### config.mk
export PLATFORM = sky130hd
export DESIGN_NAME = au_op_scheduler
export DESIGN_NICKNAME = d
export VERILOG_FILES = /design/src/rtl/au_sched_pkg.sv /design/src/rtl/rr_arbiter.sv /design/src/rtl/au_op_scheduler.sv
export SDC_FILE = /design/constraint.sdc
export NUM_CORES = 1
export LEC_CHECK = 0
export BUFFER_PORTS_ARGS = -buffer_cell sky130_fd_sc_hd__buf_2
export CORE_AREA = 2 2 156 158
export CTS_BUF_LIST = sky130_fd_sc_hd__clkbuf_16
export CTS_CLUSTER_DIAMETER = 40
export DETAILED_ROUTE_END_ITERATION = 8
export DIE_AREA = 0 0 158 160
export PLACE_DENSITY = 0.65
export SYNTH_ARGS = -nofsm -noshare
export SYNTH_HDL_FRONTEND = slang
export SYNTH_HIERARCHICAL = 1
export SYNTH_SLANG_ARGS = --single-unit
### constraint.sdc
create_clock -name clk -period 5.32 [get_ports clk]
set_input_delay 0.266 -clock clk [delete_from_list [all_inputs] [get_ports clk]]
set_output_delay 0.266 -clock clk [all_outputs]
set_load 0.05 [all_outputs]
### src/rtl/au_sched_pkg.sv
// Shared types and default latencies for the arithmetic-unit op scheduler.
package au_sched_pkg;

    typedef enum logic [1:0] {
        OP_ADD = 2'b00,
        OP_SUB = 2'b01,
        OP_MUL = 2'b10,
        OP_DIV = 2'b11
    } op_t;

    typedef enum logic [1:0] {
        S_IDLE  = 2'b00,
        S_ISSUE = 2'b01,
        S_WAIT  = 2'b10,
        S_RESP  = 2'b11
    } state_t;

    localparam int DEF_NUM_REQ    = 2;
    localparam int DEF_ADDSUB_LAT = 1;
    localparam int DEF_MUL_LAT    = 33;
    localparam int DEF_DIV_LAT    = 33;

    function automatic int lat_max(input int a, input int b, input int c);
        int m;
        m = a;
        if (b > m) begin
            m = b;
        end else begin
            m = m;
        end
        if (c > m) begin
            m = c;
        end else begin
            m = m;
        end
        return m;
    endfunction

endpackage

### src/rtl/rr_arbiter.sv
// Combinational round-robin arbiter: first requester at or after ptr wins, wrapping to index 0.
module rr_arbiter #(
    parameter int NUM_REQ = 2,
    parameter int ID_W    = 1
) (
    input  logic [NUM_REQ-1:0] req,
    input  logic [ID_W-1:0]    ptr,
    output logic [NUM_REQ-1:0] gnt,
    output logic [ID_W-1:0]    winner,
    output logic               any
);

    logic [NUM_REQ-1:0] hi_req_s;
    logic [ID_W-1:0]    win_hi_s;
    logic [ID_W-1:0]    win_lo_s;

    // Requests at/after the pointer take priority; otherwise the lowest index wins (wrap-around).
    always_comb begin
        hi_req_s = '0;
        win_hi_s = '0;
        win_lo_s = '0;
        for (int i = 0; i < NUM_REQ; i++) begin
            hi_req_s[i] = req[i] && (ID_W'(i) >= ptr);
        end
        for (int i = NUM_REQ - 1; i >= 0; i--) begin
            if (hi_req_s[i]) begin
                win_hi_s = ID_W'(i);
            end else begin
                win_hi_s = win_hi_s;
            end
            if (req[i]) begin
                win_lo_s = ID_W'(i);
            end else begin
                win_lo_s = win_lo_s;
            end
        end
        any    = |req;
        winner = (|hi_req_s) ? win_hi_s : win_lo_s;
        if (any) begin
            gnt = NUM_REQ'(1) << winner;
        end else begin
            gnt = '0;
        end
    end

endmodule

### src/rtl/au_op_scheduler.sv
// Shares one 32-bit ADD/SUB/MUL/DIV unit between NUM_REQ requesters, one op in flight, round-robin.
// Optional macro AU_SCHED_DIVZERO_EN: DIV by zero is answered locally with rsp_err=1, unit not used.
module au_op_scheduler
    import au_sched_pkg::*;
#(
    parameter int NUM_REQ    = DEF_NUM_REQ,
    parameter int ADDSUB_LAT = DEF_ADDSUB_LAT,
    parameter int MUL_LAT    = DEF_MUL_LAT,
    parameter int DIV_LAT    = DEF_DIV_LAT,
    localparam int ID_W      = (NUM_REQ > 2) ? $clog2(NUM_REQ) : 1
) (
    input  logic                    clk,
    input  logic                    rst,
    input  logic [NUM_REQ-1:0]      req_valid,
    output logic [NUM_REQ-1:0]      req_ready,
    input  logic [2*NUM_REQ-1:0]    req_op,
    input  logic [32*NUM_REQ-1:0]   req_a,
    input  logic [32*NUM_REQ-1:0]   req_b,
    output logic [31:0]             au_a,
    output logic [31:0]             au_b,
    output logic [1:0]              au_aluop,
    output logic                    au_rst_n,
    input  logic [31:0]             au_s,
    input  logic [31:0]             au_hi,
    input  logic [31:0]             au_lo,
    output logic                    rsp_valid,
    input  logic                    rsp_ready,
    output logic [ID_W-1:0]         rsp_id,
    output logic [31:0]             rsp_s,
    output logic [31:0]             rsp_hi,
    output logic [31:0]             rsp_lo,
    output logic                    rsp_zero,
    output logic                    rsp_err
);

    localparam int MAX_LAT = lat_max(ADDSUB_LAT, MUL_LAT, DIV_LAT);
    localparam int CNT_W   = $clog2(MAX_LAT) + 1;

    state_t             state_q, state_d;
    logic [ID_W-1:0]    ptr_q, ptr_d;
    logic [CNT_W-1:0]   cnt_q, cnt_d;
    logic [31:0]        au_a_q, au_a_d;
    logic [31:0]        au_b_q, au_b_d;
    op_t                au_op_q, au_op_d;
    logic               au_rst_n_q, au_rst_n_d;
    logic               rsp_valid_q, rsp_valid_d;
    logic [ID_W-1:0]    rsp_id_q, rsp_id_d;
    logic [31:0]        rsp_s_q, rsp_s_d;
    logic [31:0]        rsp_hi_q, rsp_hi_d;
    logic [31:0]        rsp_lo_q, rsp_lo_d;
    logic               rsp_zero_q, rsp_zero_d;
    logic               rsp_err_q, rsp_err_d;

    logic [NUM_REQ-1:0] gnt_s;
    logic [ID_W-1:0]    winner_s;
    logic               any_s;
    logic [1:0]         sel_op_s;
    logic [31:0]        sel_a_s;
    logic [31:0]        sel_b_s;
    logic               dz_s;

    function automatic logic [CNT_W-1:0] lat_m1(input op_t op);
        logic [CNT_W-1:0] l;
        case (op)
            OP_ADD, OP_SUB: l = CNT_W'(ADDSUB_LAT - 1);
            OP_MUL:         l = CNT_W'(MUL_LAT - 1);
            OP_DIV:         l = CNT_W'(DIV_LAT - 1);
            default:        l = CNT_W'(MAX_LAT - 1);
        endcase
        return l;
    endfunction

    rr_arbiter #(
        .NUM_REQ (NUM_REQ),
        .ID_W    (ID_W)
    ) u_arb (
        .req    (req_valid),
        .ptr    (ptr_q),
        .gnt    (gnt_s),
        .winner (winner_s),
        .any    (any_s)
    );

    // One-hot AND-OR mux of the winning requester's op and operands.
    always_comb begin
        sel_op_s = 2'b00;
        sel_a_s  = 32'h0000_0000;
        sel_b_s  = 32'h0000_0000;
        for (int i = 0; i < NUM_REQ; i++) begin
            sel_op_s = sel_op_s | (req_op[2*i +: 2] & {2{gnt_s[i]}});
            sel_a_s  = sel_a_s  | (req_a[32*i +: 32] & {32{gnt_s[i]}});
            sel_b_s  = sel_b_s  | (req_b[32*i +: 32] & {32{gnt_s[i]}});
        end
    end

`ifdef AU_SCHED_DIVZERO_EN
    assign dz_s = (sel_op_s == OP_DIV) && (sel_b_s == 32'h0000_0000);
`else
    assign dz_s = 1'b0;
`endif

    // Grants are offered only while idle and never while reset is held.
    always_comb begin
        if ((state_q == S_IDLE) && !rst) begin
            req_ready = gnt_s;
        end else begin
            req_ready = '0;
        end
    end

    // Next-state and next-output logic for the IDLE -> ISSUE -> WAIT -> RESP sequence.
    always_comb begin
        state_d     = state_q;
        ptr_d       = ptr_q;
        cnt_d       = cnt_q;
        au_a_d      = au_a_q;
        au_b_d      = au_b_q;
        au_op_d     = au_op_q;
        au_rst_n_d  = 1'b1;
        rsp_valid_d = rsp_valid_q;
        rsp_id_d    = rsp_id_q;
        rsp_s_d     = rsp_s_q;
        rsp_hi_d    = rsp_hi_q;
        rsp_lo_d    = rsp_lo_q;
        rsp_zero_d  = rsp_zero_q;
        rsp_err_d   = rsp_err_q;
        case (state_q)
            S_IDLE: begin
                rsp_valid_d = 1'b0;
                if (any_s) begin
                    au_a_d   = sel_a_s;
                    au_b_d   = sel_b_s;
                    au_op_d  = op_t'(sel_op_s);
                    rsp_id_d = winner_s;
                    if (winner_s == ID_W'(NUM_REQ - 1)) begin
                        ptr_d = '0;
                    end else begin
                        ptr_d = winner_s + 1'b1;
                    end
                    if (dz_s) begin
                        // Remainder is the dividend, quotient saturates to all-ones.
                        state_d     = S_RESP;
                        rsp_valid_d = 1'b1;
                        rsp_err_d   = 1'b1;
                        rsp_s_d     = 32'h0000_0000;
                        rsp_hi_d    = sel_a_s;
                        rsp_lo_d    = 32'hFFFF_FFFF;
                        rsp_zero_d  = 1'b0;
                    end else begin
                        state_d    = S_ISSUE;
                        au_rst_n_d = 1'b0;
                    end
                end else begin
                    state_d = S_IDLE;
                end
            end
            S_ISSUE: begin
                cnt_d   = lat_m1(au_op_q);
                state_d = S_WAIT;
            end
            S_WAIT: begin
                if (cnt_q == '0) begin
                    state_d     = S_RESP;
                    rsp_valid_d = 1'b1;
                    rsp_err_d   = 1'b0;
                    if ((au_op_q == OP_ADD) || (au_op_q == OP_SUB)) begin
                        rsp_s_d    = au_s;
                        rsp_hi_d   = 32'h0000_0000;
                        rsp_lo_d   = 32'h0000_0000;
                        rsp_zero_d = (au_s == 32'h0000_0000);
                    end else begin
                        rsp_s_d    = 32'h0000_0000;
                        rsp_hi_d   = au_hi;
                        rsp_lo_d   = au_lo;
                        rsp_zero_d = (au_hi == 32'h0000_0000) && (au_lo == 32'h0000_0000);
                    end
                end else begin
                    cnt_d = cnt_q - 1'b1;
                end
            end
            S_RESP: begin
                if (rsp_ready) begin
                    state_d     = S_IDLE;
                    rsp_valid_d = 1'b0;
                end else begin
                    state_d = S_RESP;
                end
            end
            default: begin
                state_d     = S_IDLE;
                rsp_valid_d = 1'b0;
            end
        endcase
    end

    // State, operand and response registers; reset drops any op in flight.
    always_ff @(posedge clk or posedge rst) begin
        if (rst) begin
            state_q     <= S_IDLE;
            ptr_q       <= '0;
            cnt_q       <= '0;
            au_a_q      <= 32'h0000_0000;
            au_b_q      <= 32'h0000_0000;
            au_op_q     <= OP_ADD;
            au_rst_n_q  <= 1'b0;
            rsp_valid_q <= 1'b0;
            rsp_id_q    <= '0;
            rsp_s_q     <= 32'h0000_0000;
            rsp_hi_q    <= 32'h0000_0000;
            rsp_lo_q    <= 32'h0000_0000;
            rsp_zero_q  <= 1'b0;
            rsp_err_q   <= 1'b0;
        end else begin
            state_q     <= state_d;
            ptr_q       <= ptr_d;
            cnt_q       <= cnt_d;
            au_a_q      <= au_a_d;
            au_b_q      <= au_b_d;
            au_op_q     <= au_op_d;
            au_rst_n_q  <= au_rst_n_d;
            rsp_valid_q <= rsp_valid_d;
            rsp_id_q    <= rsp_id_d;
            rsp_s_q     <= rsp_s_d;
            rsp_hi_q    <= rsp_hi_d;
            rsp_lo_q    <= rsp_lo_d;
            rsp_zero_q  <= rsp_zero_d;
            rsp_err_q   <= rsp_err_d;
        end
    end

    assign au_a      = au_a_q;
    assign au_b      = au_b_q;
    assign au_aluop  = au_op_q;
    assign au_rst_n  = au_rst_n_q;
    assign rsp_valid = rsp_valid_q;
    assign rsp_id    = rsp_id_q;
    assign rsp_s     = rsp_s_q;
    assign rsp_hi    = rsp_hi_q;
    assign rsp_lo    = rsp_lo_q;
    assign rsp_zero  = rsp_zero_q;
    assign rsp_err   = rsp_err_q;

endmodule

# ---- Word level (Yosys, flattened, before mapping)
# Cells that the tools add are included.
dict set report classes {
  shifts 1
  n_lt_le_gt_ge 2
  eq_ne 9
  n_bitwise 9
  muxes 24
  reduce_logical 22
  add_sub_neg 2
}
# cell n
set op_table {}
lappend op_table {{$and 32x32->32} 4}
lappend op_table {{$logic_not 32->1} 3}
lappend op_table {{$mux 32} 3}
lappend op_table {{$or 32x32->32} 2}
lappend op_table {{$pmux 7 s2} 2}
lappend op_table {{$mux 1} 12}
lappend op_table {{$eq 2x2->1 const B} 4}
lappend op_table {{$mux 2} 4}
lappend op_table {{$pmux 2 s4} 1}
lappend op_table {{$reduce_or 2->1} 4}
lappend op_table {{$logic_not 7->1} 1}
lappend op_table {{$mux 7} 1}
lappend op_table {{$sub 7x1->7 const B} 1}
lappend op_table {{$ne 2x2->1 const B} 3}
lappend op_table {{$reduce_and 2->1} 3}
lappend op_table {{$and 2x2->2} 2}
lappend op_table {{$eq 2x1->1 const B} 2}
lappend op_table {{$logic_and 1x1->1} 4}
lappend op_table {{$logic_not 2->1} 2}
lappend op_table {{$pmux 1 s3} 1}
lappend op_table {{$reduce_and 3->1} 1}
lappend op_table {{$reduce_bool 3->1} 1}
lappend op_table {{$ge 1x1->1 const A} 2}
lappend op_table {{$or 2x2->2} 1}
lappend op_table {{other kinds (5)} 5}
dict set report totals {
  inputBits 233
  regBits 176
}

# ---- Logic depth before layout (Yosys ltp)
# Gate-level depths: netlist (run 1).
dict set report logic_depth {
  word_depth 9
  mapped_depth 9
  depth_no_buf 6
}

# ---- Modules after synthesis
# Netlist (run 1), hierarchy kept.
# mod instances cells_each seq_area_each_um2 area_each_um2
set modules_own_cells {}
lappend modules_own_cells {au_op_scheduler 1 817 4404.2 7636.1}
lappend modules_own_cells {rr_arbiter 1 5 0.0 32.5}

# ---- Least setup slack after synthesis (run 1)
# Ideal clock, no wire load.
dict set report synth_timing {
  kind {flip-flop to output port}
  startpoint {reg ptr_q}
  endpoint {out req_ready[1]}
  arrival_time_ns 1.660
  path_stages_with_launch 6
  slack_ns 3.394
  path_cell_list {dfrtp_1 -> inv_1 -> a21boi_1 -> clkbuf_1 -> clkbuf_1 -> and2_1}
}
dict set report synth_between {
  elab_chain_cells 8
}
# element line_no
set synth_rtl {}
lappend synth_rtl {{start, declared} au_op_scheduler.sv:40} ;# logic [ID_W-1:0] ptr_q, ptr_d;
lappend synth_rtl {{start signal, assigned} au_op_scheduler.sv:215} ;# ptr_q <= ptr_d;
lappend synth_rtl {{$ge 1x1->1} rr_arbiter.sv:23} ;# hi_req_s[i] = req[i] && (ID_W'(i) >= ptr);
lappend synth_rtl {{$logic_and 1x1->1} rr_arbiter.sv:23}
lappend synth_rtl {{$mux 1 (2 in series)} rr_arbiter.sv:26} ;# if (hi_req_s[i]) begin
lappend synth_rtl {{$mux 1 *} rr_arbiter.sv:38} ;# winner = (|hi_req_s) ? win_hi_s : win_lo_s;
lappend synth_rtl {{$shl 1x1->2 *} rr_arbiter.sv:40} ;# gnt = NUM_REQ'(1) << winner;
lappend synth_rtl {{$mux 2 *} rr_arbiter.sv:39} ;# if (any) begin
lappend synth_rtl {{net gnt_s[1]} au_op_scheduler.sv:54} ;# logic [NUM_REQ-1:0] gnt_s;
lappend synth_rtl {{$mux 2 *} au_op_scheduler.sv:104} ;# if ((state_q == S_IDLE) && !rst) begin
lappend synth_rtl {{end, declared} au_op_scheduler.sv:15} ;# output logic [NUM_REQ-1:0] req_ready,
# The timed path passes the listed nets; every way through them passes the cells marked *.

# ---- Worst setup path after layout (run 1)
dict set report layout_timing {
  startpoint {reg cnt_q[0]}
  endpoint {reg rsp_lo_q[20], in the netlist rsp_lo[20]}
}
dict set report layout_between {
  elab_chain_cells 2
}
# element line_no
set layout_rtl {}
lappend layout_rtl {{start, declared} au_op_scheduler.sv:41} ;# logic [CNT_W-1:0] cnt_q, cnt_d;
lappend layout_rtl {{start signal, assigned} au_op_scheduler.sv:216} ;# cnt_q <= cnt_d;
lappend layout_rtl {{$logic_not 7->1} au_op_scheduler.sv:162} ;# if (cnt_q == '0) begin
lappend layout_rtl {{$reduce_and 2->1 (no source line)} n/a}
lappend layout_rtl {{end signal, assigned} au_op_scheduler.sv:225} ;# rsp_lo_q <= rsp_lo_d;
lappend layout_rtl {{end, declared} au_op_scheduler.sv:50} ;# logic [31:0] rsp_lo_q, rsp_lo_d;
# No other way between the ends.
# A chain may end at the register's enable or synchronous reset.

==> results of run 1 <==
## path summary, 6_finish.rpt
path | end | depth (start not counted) | slack [ns] | startpoint
worst max-delay path | rsp_lo[20] | 7 | 3.12 | cnt_q[0]
worst min-delay path | au_b[15] | 3 | 0.08 | req_b[47]
worst max register to register | rsp_lo[20] | 7 | 3.12 | cnt_q[0]
worst min register to register | rsp_lo[22] | 2 | 0.46 | rsp_lo[22]
max in group asynchronous | rsp_lo[30] | 4 | 3.82 | rst
min in group asynchronous | au_b[2] | 3 | 0.49 | rst
## area by class of cell
cell class	instances	area [sq um]
timing repair buffer	409	2080
tap	324	405
sequential	176	4410
antenna	4	10.0
clock buffer	17	425
multi-input combinational	576	2940
clock inverter	15	174
inverter	6	27.5
fill	2490	13300
## cells in the mapped netlist (3+ instances only)
library cell and n:
a221oi_1 67, nor4_1 23, nand3b_1 32, a21boi_1 3, and2_1 3, dfrtp_1 176
mux2i_1 5, nand3_1 69, nor3_1 3, nor2_1 137, clkbuf_1 33, nand2_1 206
inv_1 5, o21ai_0 3, nand4_1 4, buf_6 6, buf_2 19, buf_4 5
## sequential cells by signal (all words and copies together), names as in the netlist
register	cells
rsp_hi	32
au_a	32
ptr_q	1
au_aluop	2
cnt_q	7
rsp_valid	1
rsp_id	1
rsp_s	32
rsp_zero	1
state_q	2
au_rst_n	1
rsp_lo	32
au_b	32
## cell families (layout without fill, tap and decap cells)
family                     Yosys count  count (layout)  synth area share, %
and+or+nand+nor                    492             492                 28.6
DFF                                176             176                 57.4
AOI/OAI and AO/OA                   76              76                 8.42
buffers and inverters               70             447                 4.57
muxes                                5               5                0.653
adders and majority gates            1               1                0.163
other                                1               5               0.0489
xor gates and xnor gates             1               1                0.114
## critical path, stage by stage (launching register included)
cell and delay [ns]:
dfrtp_1 0.41, inv_1 0.07, ha_1 0.21, nand4b_2 0.20
nor2_4 0.11, buf_4 0.72, nand3_1 0.18, nand2_1 0.12
## metal layers
metal | global-route usage (%) | vias up | share of wire [%]
li1 | - | 3547 | -
met1 | 22.2 | 3516 | 39
met4 | 7.21 | 2 | 2.1
met2 | 33.5 | 289 | 50
met5 | 0 | - | 0.052
met3 | 6.16 | 31 | 8.9
## metrics by stage
| stage | utilization, % | worst slack [ns] |
|---|---|---|
| after global placement | 41.4 | 3.17 |
| after CTS | 43.9 | 3.11 |
| after detailed placement | 41.4 | 3.13 |
| after global routing | 44.0 | 2.89 |
| final | 44.0 | 3.12 |
| after floorplan | - | 0.280 |
## report_power, final
| group | switching, uW | internal, uW |
|---|---|---|
| sequential | 384 | 1930 |
| clock | 598 | 671 |
| combinational | 3030 | 874 |
| total | 4020 | 3470 |
==> summary.txt, run 1 <==
Outcome
  • Status: completed

GRT
  • Largest net degree at the start of global routing: between 100 and 150
  • GRT Util Overall: between 10% and 20%
  • First-pass GRT wire length: 38.8 mm
  • Initial antenna violation count: 5
  • Grt total ovfl: 0
  • Vias in the first global route: 7460

Final layout
  • Most frequent cells in the layout: buf_2 (400), nand2_1 (206), dfrtp_1 (175)
  • Design area: roughly 10000 sq um
  • Share of post-route cells with drive strength above 1: a little under two fifths
  • P&R area growth vs syn: 36.6%
  • Commonest non-fill, non-tap cell in the layout: buf_2
  • Final net count: about 1.4k
  • Post-Layout Cell Count: approximately 1.5k

CTS
  • Post CTS Setup Buffer Count: 0
  • Root Driver: clkbuf_16
  • CTS Sinks: roughly 180
  • Hold_buf cts: 1
  • Insertion delay to the later sink of the worst-skew pair: about 0.43 ns
  • Clock Pin Slew Worst Setup and Hold Paths: roughly 0.08 ns
  • CTS tree: done
  • Total CTS buffers: 17
  • Clock Path Buffers: 2
  • H-tree depth: 4
  • Post_cts resized: 0

Pwr
  • Leak: roughly 0.0056 uW
  • Design Power: ~7500 uW
  • Peak supply drop: about 0.39 mV
  • Pwr/cell area: 715 nW/um^2

STA
  • Fin. Hold Viols: 0
  • Slew Viols, Final: 0
  • Slew headroom: roughly 29%
  • RSZ-0062 raised after global routing: false
  • Total Neg Setup Slack: 0 ns
  • Minimum clock period: between 2 and 2.5 ns
  • Hold_ws: ~0.084 ns
  • FMAX: 454 MHz
  • Slew @ Worst Pin: roughly 1.1 ns
  • Final Cycle Share: about two fifths
  • Count of final setup violators: 0
  • Clock Skews: ~0.018 ns

Floorplanning
  • I/O Pins: approximately 400
  • Row cnt: 57
  • Die Ht: ~160 microns
  • Horiz. Die Dim: approximately 160 microns
  • Die Footprint: about 25000 sq um
  • Floorplan core area: between 20000 and 25000 sq um
  • Initial Util: 32.2%

Setup path
  • WP data arrival: around 2.6 ns
  • Critical path endpoint category: register
  • Setup crit start kind: register
  • Crit Path Max Fanout: 98
  • Crit Path Category: register to register
  • WP data required: about 5.7 ns

Drt
  • Drt first pass iters: 5
  • Iteration-0 DRC Markers: 486
  • Per-cell routed wire length: 16.4 microns
  • Antenna Nets Post-Route: 0
  • Final wirelength: roughly 25 mm
  • DRC: 0
  • Vias after detailed routing: 7385
  • Routed vias/inst: a little under 5

Yosys
  • Yosys reg bits: about 180
  • Ys flop type: dfrtp_1
  • Synth top area cells: dfrtp_1 (57%), nand2_1 (10%), a221oi_1 (7.7%), nor2_1 (6.7%), nand3_1 (4.5%)
  • Number of synthesized flops with an enable pin: 0
  • Sequential share of the synthesized area: a little under three fifths
  • Ys Warns: 6
  • Syn Std Cell Area: between 7000 and 8000 sq um
  • Gate Count Post-Synth: about 820
  • Yosys top cell area share: roughly 57%
  • Largest area contributor in the netlist: dfrtp_1
  • Netlist cell types: 36
  • Avg Synthesized Cell Area: just over 9 sq um
  • Mapped Nets: 1056
  • Async SR Flop Fraction: 100%

Job
  • Maximum capacitance violations: 0

Placement
  • HPWL after DPL: 17.9 mm
  • PortBufs: 400
  • DP Area: approximately 9900 sq um
  • Dpl cells: 1490
  • Final GP Congestion: about 0.8

Hold path
  • HP Class: input port to register
No activity file was read; power rests on OpenSTA's default activity.
==> run 2, diff against run 1 <==
--- a/config.mk
+++ b/config.mk
@@ -11,7 +11,7 @@
 export CTS_CLUSTER_DIAMETER = 40
 export DETAILED_ROUTE_END_ITERATION = 8
 export DIE_AREA = 0 0 158 160
-export PLACE_DENSITY = 0.65
+export PLACE_DENSITY = 0.63
 export SYNTH_ARGS = -nofsm -noshare
 export SYNTH_HDL_FRONTEND = slang
 export SYNTH_HIERARCHICAL = 1
==> constraint.sdc (replaced) <==
create_clock -name clk -period 2.2 [get_ports clk]
set_input_delay 0.11 -clock clk [delete_from_list [all_inputs] [get_ports clk]]
set_output_delay 0.11 -clock clk [all_outputs]
set_load 0.05 [all_outputs]
==> run 2 against run 1 <==
Effect of this change: clock-buffer cell count unchanged; die area did not move; highest routed layer is now met4; largest power group unchanged; register-to-register slack worse by 3.1 ns; via count is 17% higher.
==> summary.txt, run 2 (synthesis gave the netlist of run 1 again) <==
STA
  • Slew Viols, Final: 0 (unchanged)
  • Clock Skews: 0.0196 ns (+0.00206 ns)
  • Final Cycle Share: 97.1% (+56 points)
  • Minimum clock period: 2.14 ns (-0.0679 ns)
  • Slew @ Worst Pin: 0.617 ns (-0.447 ns)
  • Fin. Hold Viols: 0 (unchanged)
  • FMAX: 468 MHz (+3.2%)
  • RSZ-0062 raised after global routing: true
  • Count of final setup violators: 0 (unchanged)
  • Total Neg Setup Slack: 0 ns (unchanged)
  • Slew headroom: 58.5% (+29 points)

Hold path
  • Hold endpoint: rsp_hi[29]
  • HP Start: au_hi[29]
  • WHS Path Cells: 3 (unchanged)
  • HP Class: input port to register

Drt
  • Final wirelength: 29.4 mm (+18%)
  • Iteration-0 DRC Markers: 662 (+36%)
  • Antenna Nets Post-Route: 0 (unchanged)
  • Drt first pass iters: 5 (unchanged)
  • Vias after detailed routing: 8651 (+17%)
  • DRC: 0 (unchanged)
  • Per-cell routed wire length: 16.7 microns (+1.8%)
  • Routed vias/inst: 4.91 (+1.5%)

Setup path
  • Crit-path slowest cell: dlygate4sd3_1
  • R2r startpoint: state_q[1]
  • Worst r2r dst: au_a[16]
  • Worst path cell trace: nor2_2 > and2_2 > inv_2 > buf_4 > a221oi_1 > dlygate4sd3_1 > nor2_1
  • WP data required: 2.51 ns (-3.17 ns)
  • Critical path endpoint category: register
  • R2r setup slk: 0.06 ns (-3.05 ns)
  • Crit Path Category: register to register
  • CP Buf/Inv Count: 3 (+1)
  • Worst path top cell family by delay: buffers and inverters
  • Max incr delay on CP: 0.61 ns (-0.11 ns)
  • WP data arrival: 2.45 ns (-0.11 ns)
  • Setup crit start kind: register
  • Cells on worst reg2reg path: 7 (unchanged)
  • Crit Path Max Fanout: 23 (-77%)

Final layout
  • Commonest non-fill, non-tap cell in the layout: buf_2
  • Final net count: 1657 (+17%)
  • Share of post-route cells with drive strength above 1: 32.7% (-4.9 points)
  • Most frequent cells in the layout: buf_2 (400), dlygate4sd3_1 (229), nand2_1 (206)
  • P&R area growth vs syn: 69.0%
  • Post-Layout Cell Count: 1763 (+15%)
  • Fin util: 54.4% (+10 points)
  • Design area: 13000 sq um (+24%)

GRT
  • Vias in the first global route: 8869 (+19%)
  • GRT Util Overall: 22.8% (+3.4 points)
  • Initial antenna violation count: 2 (-3)
  • Grt peak-use layer: met2
  • Met2 Resource Use GR: 39.0% (+5.6 points)
  • Grt total ovfl: 0 (unchanged)
  • Met3 Use GR: 7.08% (+0.92 points)
  • Met1 Use GR: 26.4% (+4.1 points)
  • Largest net degree at the start of global routing: 99 (-6.6%)
  • First-pass GRT wire length: 45.5 mm (+17%)

Floorplanning
  • Initial Util: 32.2% (unchanged)
  • I/O Pins: 402 (unchanged)
  • Row cnt: 57 (unchanged)
  • Die Ht: 160 microns (unchanged)
  • Horiz. Die Dim: 158 microns (unchanged)
  • Die Footprint: 25300 sq um (unchanged)
  • Floorplan core area: 23800 sq um (unchanged)

Placement
  • Dpl cells: 1499 (+0.60%)
  • PortBufs: 400 (unchanged)
  • HPWL after DPL: 17.7 mm (-0.99%)
  • DP Area: 10000 sq um (+1.8%)
  • Final GP Congestion: 0.806 (-2.0%)

CTS
  • Clock Pin Slew Worst Setup and Hold Paths: 0.07 ns (about the same)
  • CTS Sinks: 176 (unchanged)
  • Insertion delay to the later sink of the worst-skew pair: 0.43 ns (about the same)
  • H-tree depth: 4 (unchanged)
  • CTS tree: done
  • Clock Path Buffers: 2 (unchanged)
  • Post CTS Setup Buffer Count: 0 (unchanged)
  • Total CTS buffers: 17 (unchanged)
  • Root Driver: clkbuf_16

Pwr
  • Leak: 0.00672 uW (+21%)
  • Peak supply drop: 0.923 mV (+140%)
  • Pwr/cell area: 1460 nW/um^2 (+100%)
  • Design Power: 18900 uW (+150%)

Outcome
  • Status: completed

Job
  • Maximum capacitance violations: 0 (unchanged)
## run 2: worst max-delay path by stage
stage,startpoint,slack [ns],to,cells past startpoint
2_1_floorplan,rst,-0.16,au_a[0],1
3_3_place_gp,cnt_q[0],0.40,rsp_lo[26],7
3_5_place_dp,cnt_q[0],0.37,rsp_hi[16],7
4_1_cts,state_q[1],0.06,au_b[3],7
5_1_grt,state_q[0],-0.03,au_a[4],7
6_report,state_q[1],0.06,au_a[16],7
## run 2: metrics by stage
stage / hold slack [ns] / worst slack [ns]
floorplan: 0.255 / -0.163
global placement: 0.312 / 0.396
detailed placement: 0.326 / 0.366
CTS: 0.0118 / 0.0556
global route: 0.0198 / -0.0297
finish: 0.0231 / 0.0629
## run 2: layer usage
layer / up-vias / routed length, microns
met5: - / 0
met1: 4131 / 11400
met2: 420 / 14600
met3: 68 / 2510
met4: 0 / 890
li1: 4032 / -
## run 2: report_power, final
part / switching [uW] / leakage [uW] / internal [uW] / total [uW]
registers: 866 / 0.00218 / 4670 / 5540
logic: 7660 / 0.00427 / 2720 / 10400
clock network: 1470 / 0.000278 / 1510 / 2980
## run 2: area by class of cell
cell class / count / area [sq um]
Antenna cell: 3 / 7.51
Clock buffer: 17 / 425
Clock inverter: 15 / 148
Fill cell: 2085 / 10900
Inverter: 6 / 26.3
Multi-Input combinational cell: 576 / 2990
Sequential cell: 176 / 4410
Tap cell: 324 / 405
Timing Repair Buffer: 646 / 4550
## run 2: repair_timing
item	4_1_cts	5_1_grt
setup endpoints to repair	0	53
endpoints found under the hold margin	339	0
hold buffers	229	0
resized for setup	0	11
## run 2: tightest hold or removal path, delay by kind of cell
family | cells | cell delay (ns)
AND/OR/NAND/NOR | 2 | 0.18
buffers and inverters | 1 | 0.11
==> run 3, diff against run 2 <==
--- a/config.mk
+++ b/config.mk
@@ -5,12 +5,13 @@
 export SDC_FILE = /design/constraint.sdc
 export NUM_CORES = 1
 export LEC_CHECK = 0
+export ABC_AREA = 1
 export BUFFER_PORTS_ARGS = -buffer_cell sky130_fd_sc_hd__buf_2
-export CORE_AREA = 2 2 156 158
+export CORE_AREA = 2 2 158 160
 export CTS_BUF_LIST = sky130_fd_sc_hd__clkbuf_16
 export CTS_CLUSTER_DIAMETER = 40
 export DETAILED_ROUTE_END_ITERATION = 8
-export DIE_AREA = 0 0 158 160
+export DIE_AREA = 0 0 160 162
 export PLACE_DENSITY = 0.63
 export SYNTH_ARGS = -nofsm -noshare
 export SYNTH_HDL_FRONTEND = slang
==> run 3 against run 2 <==
Effect of this change: first-iteration DRC count is 6.2% higher; hold slack got worse by 0.010 ns; critical path depth fell by 1; worst setup slack improved by 0.093 ns; design area increased by 1.1%; critical endpoint is now au_a[15]; highest routed layer unchanged.
==> summary.txt, run 3 <==
GRT
  • GRT Util Overall: 23.1% (+0.32 points)
  • Vias in the first global route: 9145 (+3.1%)
  • Grt total ovfl: 0 (unchanged)
  • Initial antenna violation count: 2 (unchanged)
  • First-pass GRT wire length: 47.6 mm (+4.8%)
  • Largest net degree at the start of global routing: 74 (-25%)

Drt
  • DRC: 0 (unchanged)
  • Drt first pass iters: 5 (unchanged)
  • Vias after detailed routing: 8974 (+3.7%)
  • Antenna Nets Post-Route: 0 (unchanged)
  • Iteration-0 DRC Markers: 703 (+6.2%)
  • Routed vias/inst: 4.76 (-3.0%)
  • Per-cell routed wire length: 16.1 microns (-3.2%)
  • Final wirelength: 30.5 mm (+3.5%)

Yosys
  • Yosys reg bits: 176 (unchanged)
  • Number of synthesized flops with an enable pin: 0 (unchanged)
  • Ys Warns: 6 (unchanged)
  • Async SR Flop Fraction: 100% (unchanged)
  • Synth cell count leaders: nand2_1 (350), dfrtp_1 (176), nor2_1 (126)
  • Netlist cell types: 30 (-17%)
  • Synth top area cells: dfrtp_1 (56%), nand2_1 (17%), nor2_1 (6.0%), a31oi_1 (5.2%), o21ai_0 (3.2%)
  • Avg Synthesized Cell Area: 8.32 sq um (-11%)
  • Syn Std Cell Area: 7870 sq um (+2.6%)
  • Largest area contributor in the netlist: dfrtp_1
  • Yosys top cell area share: 56.0% (-1.5 points)
  • Gate Count Post-Synth: 946 (+15%)
  • Top-count cell post-synth: nand2_1
  • Mapped Nets: 1180 (+12%)
  • Sequential share of the synthesized area: 56.0% (-1.5 points)
  • Ys flop type: dfrtp_1

Setup path
  • WP data required: 2.55 ns (+0.04 ns)
  • Critical Path Sink: au_a[15]
  • Worst r2r dst: au_a[15]
  • Max incr delay on CP: 0.57 ns (-0.04 ns)
  • R2r startpoint: ptr_q
  • Setup crit start kind: register
  • Worst path cell trace: inv_1 > a21oi_4 > buf_12 > nand2_1 > a31oi_1 > dlygate4sd3_1
  • Cells on worst reg2reg path: 6 (-1)
  • Crit Path Category: register to register
  • CP startpoint: ptr_q
  • CP Buf/Inv Count: 3 (unchanged)
  • WP data arrival: 2.40 ns (-0.05 ns)
  • Crit-path slowest cell: dlygate4sd3_1
  • Crit path depth: 6 (-1)
  • Critical path endpoint category: register
  • Worst path top cell family by delay: buffers and inverters
  • R2r setup slk: 0.16 ns (+0.09 ns)
  • Crit Path Max Fanout: 59 (+160%)

Final layout
  • Filler Cell Count: 2108 (+1.1%)
  • Final net count: 1783 (+7.6%)
  • Commonest non-fill, non-tap cell in the layout: buf_2
  • FF+latch area: 4410 sq um (about the same)
  • Most frequent cells in the layout: buf_2 (400), nand2_1 (349), dlygate4sd3_1 (226)
  • Multi-input logic area: 3050 sq um (+1.8%)
  • P&R area growth vs syn: 66.5%
  • Share of post-route cells with drive strength above 1: 30.3% (-2.4 points)

Floorplanning
  • Horiz. Die Dim: 160 microns (+1.3%)
  • Die Footprint: 25900 sq um (+2.5%)
  • Die Ht: 162 microns (+1.3%)
  • Row cnt: 57 (unchanged)
  • Initial Util: 32.7% (+0.46 points)
  • I/O Pins: 402 (unchanged)
  • Floorplan core area: 24100 sq um (+1.2%)

Hold path
  • HP Start: au_s[27]
  • HP Class: input port to register

CTS
  • H-tree depth: 4 (unchanged)
  • Root Driver: clkbuf_16
  • Total CTS buffers: 17 (unchanged)
  • CTS tree: done
  • CTS Sinks: 176 (unchanged)
  • Insertion delay to the later sink of the worst-skew pair: 0.42 ns (about the same)
  • Clock Pin Slew Worst Setup and Hold Paths: 0.07 ns (about the same)
  • Clock Path Buffers: 2 (unchanged)

Job
  • Maximum capacitance violations: 0 (unchanged)

Placement
  • HPWL after DPL: 19.6 mm (+11%)
  • PortBufs: 400 (unchanged)
  • Setup slack at placement: 0.337 ns (-0.0295 ns)
  • Final GP Congestion: 0.877 (+8.8%)

STA
  • Slew Viols, Final: 0 (unchanged)
  • RSZ-0062 raised after global routing: false
  • Count of final setup violators: 0 (unchanged)
  • Fin. Hold Viols: 0 (unchanged)
  • Hold_ws: 0.0128 ns (-0.0104 ns)
  • Clock Skews: 0.0178 ns (-0.00178 ns)
  • FMAX: 489 MHz (+4.5%)
  • Final Cycle Share: 92.9% (-4.2 points)
  • Minimum clock period: 2.04 ns (-0.0927 ns)
  • Final WS setup: 0.156 ns (+0.0927 ns)

Outcome
  • Status: completed

Pwr
  • Design Power: 19900 uW (+5.3%)
  • Pwr/cell area: 1520 nW/um^2 (+4.1%)
  • Peak supply drop: 1.03 mV (+12%)
  • Leak: 0.00653 uW (-2.9%)
[run 3: changes by cell type after synthesis, moves of 23 or more]
cell      change
nand3b_1     -32
a221oi_1     -67
nor4_1       -23
inv_1        +25
nand3_1      -63
o21ai_0      +47
nand2_1     +144
a31oi_1      +65
o21ai_1      +36
[run 3: how the worst min path moves through the flow]
| stage | slack [ns] | cells past startpoint | to |
|---|---|---|---|
| floorplan | 0.25 | 2 | rsp_hi[0] |
| global placement | 0.14 | 2 | state_q[0] |
| detailed placement | 0.14 | 2 | state_q[0] |
| global route | 0.007 | 3 | rsp_s[27] |
| CTS | 0.004 | 3 | rsp_s[27] |
| finish | 0.01 | 3 | rsp_s[27] |
[run 3: area by class of cell]
type	count	share of cell area, %
inverter	35	1.07
antenna	2	0.0382
tap	324	3.09
clock buffer	17	3.25
clock inverter	13	1.18
multi-input combinational	675	23.2
sequential	176	33.6
timing repair buffer	644	34.5
[run 3: logic make-up (layout without fill, tap and decap cells)]
logic type / Yosys count / after routing / share of synthesized area, %
adder cells (fa/ha/maj): 1 / 1 / 0.159
XOR/XNOR: 4 / 4 / 0.445
flip-flops: 176 / 176 / 56.0
AND/OR/NAND/NOR: 491 / 491 / 23.9
buffers and inverters: 95 / 709 / 5.79
AO/OA/AOI/OAI: 178 / 178 / 13.7
other: 1 / 3 / 0.0476
[run 3: metal layers]
metal	routed length, microns	track usage, %	part of all wire [%]	vias to the layer above
li1	-	-	-	4278
met1	11700	26.3	38	4153
met2	15200	40.8	50	471
met3	2530	6.36	8.3	72
met4	1050	9.99	3.5	0
met5	0	0	0	-
[run 3: power breakdown]
| part | leakage (uW) | switching [uW] | internal [uW] |
|---|---|---|---|
| logic | 0.00407 | 8380 | 2840 |
| registers | 0.00218 | 858 | 4750 |
| clock network | 0.000279 | 1380 | 1700 |
[run 3: repair_timing]
item	in CTS	in global routing
hold buffers	226	0
endpoints found under the setup margin	0	8
endpoints found under the hold margin	173	0
buffers inserted	0	0
resized for setup	0	3
[run 3: worst reg2reg max path, delay by kind of cell, from the launching register on]
kind | cells | cell delay, ns
buffers and inverters | 3 | 0.97
and+or+nand+nor | 1 | 0.12
DFF | 1 | 0.42
AOI/OAI and AO/OA | 2 | 0.49
[run 3: per-stage QoR]
stage	TNS (ns)	instance area (sq um)	std cells	utilization, %
3_5_place_dp	0	10300	1628	42.5
3_3_place_gp	0	10300	1628	42.5
4_1_cts	0	13100	1884	54.3
5_1_grt	0	13100	1886	54.4
2_1_floorplan	-32.38	7880	946	-
6_report	0	13100	1886	54.4
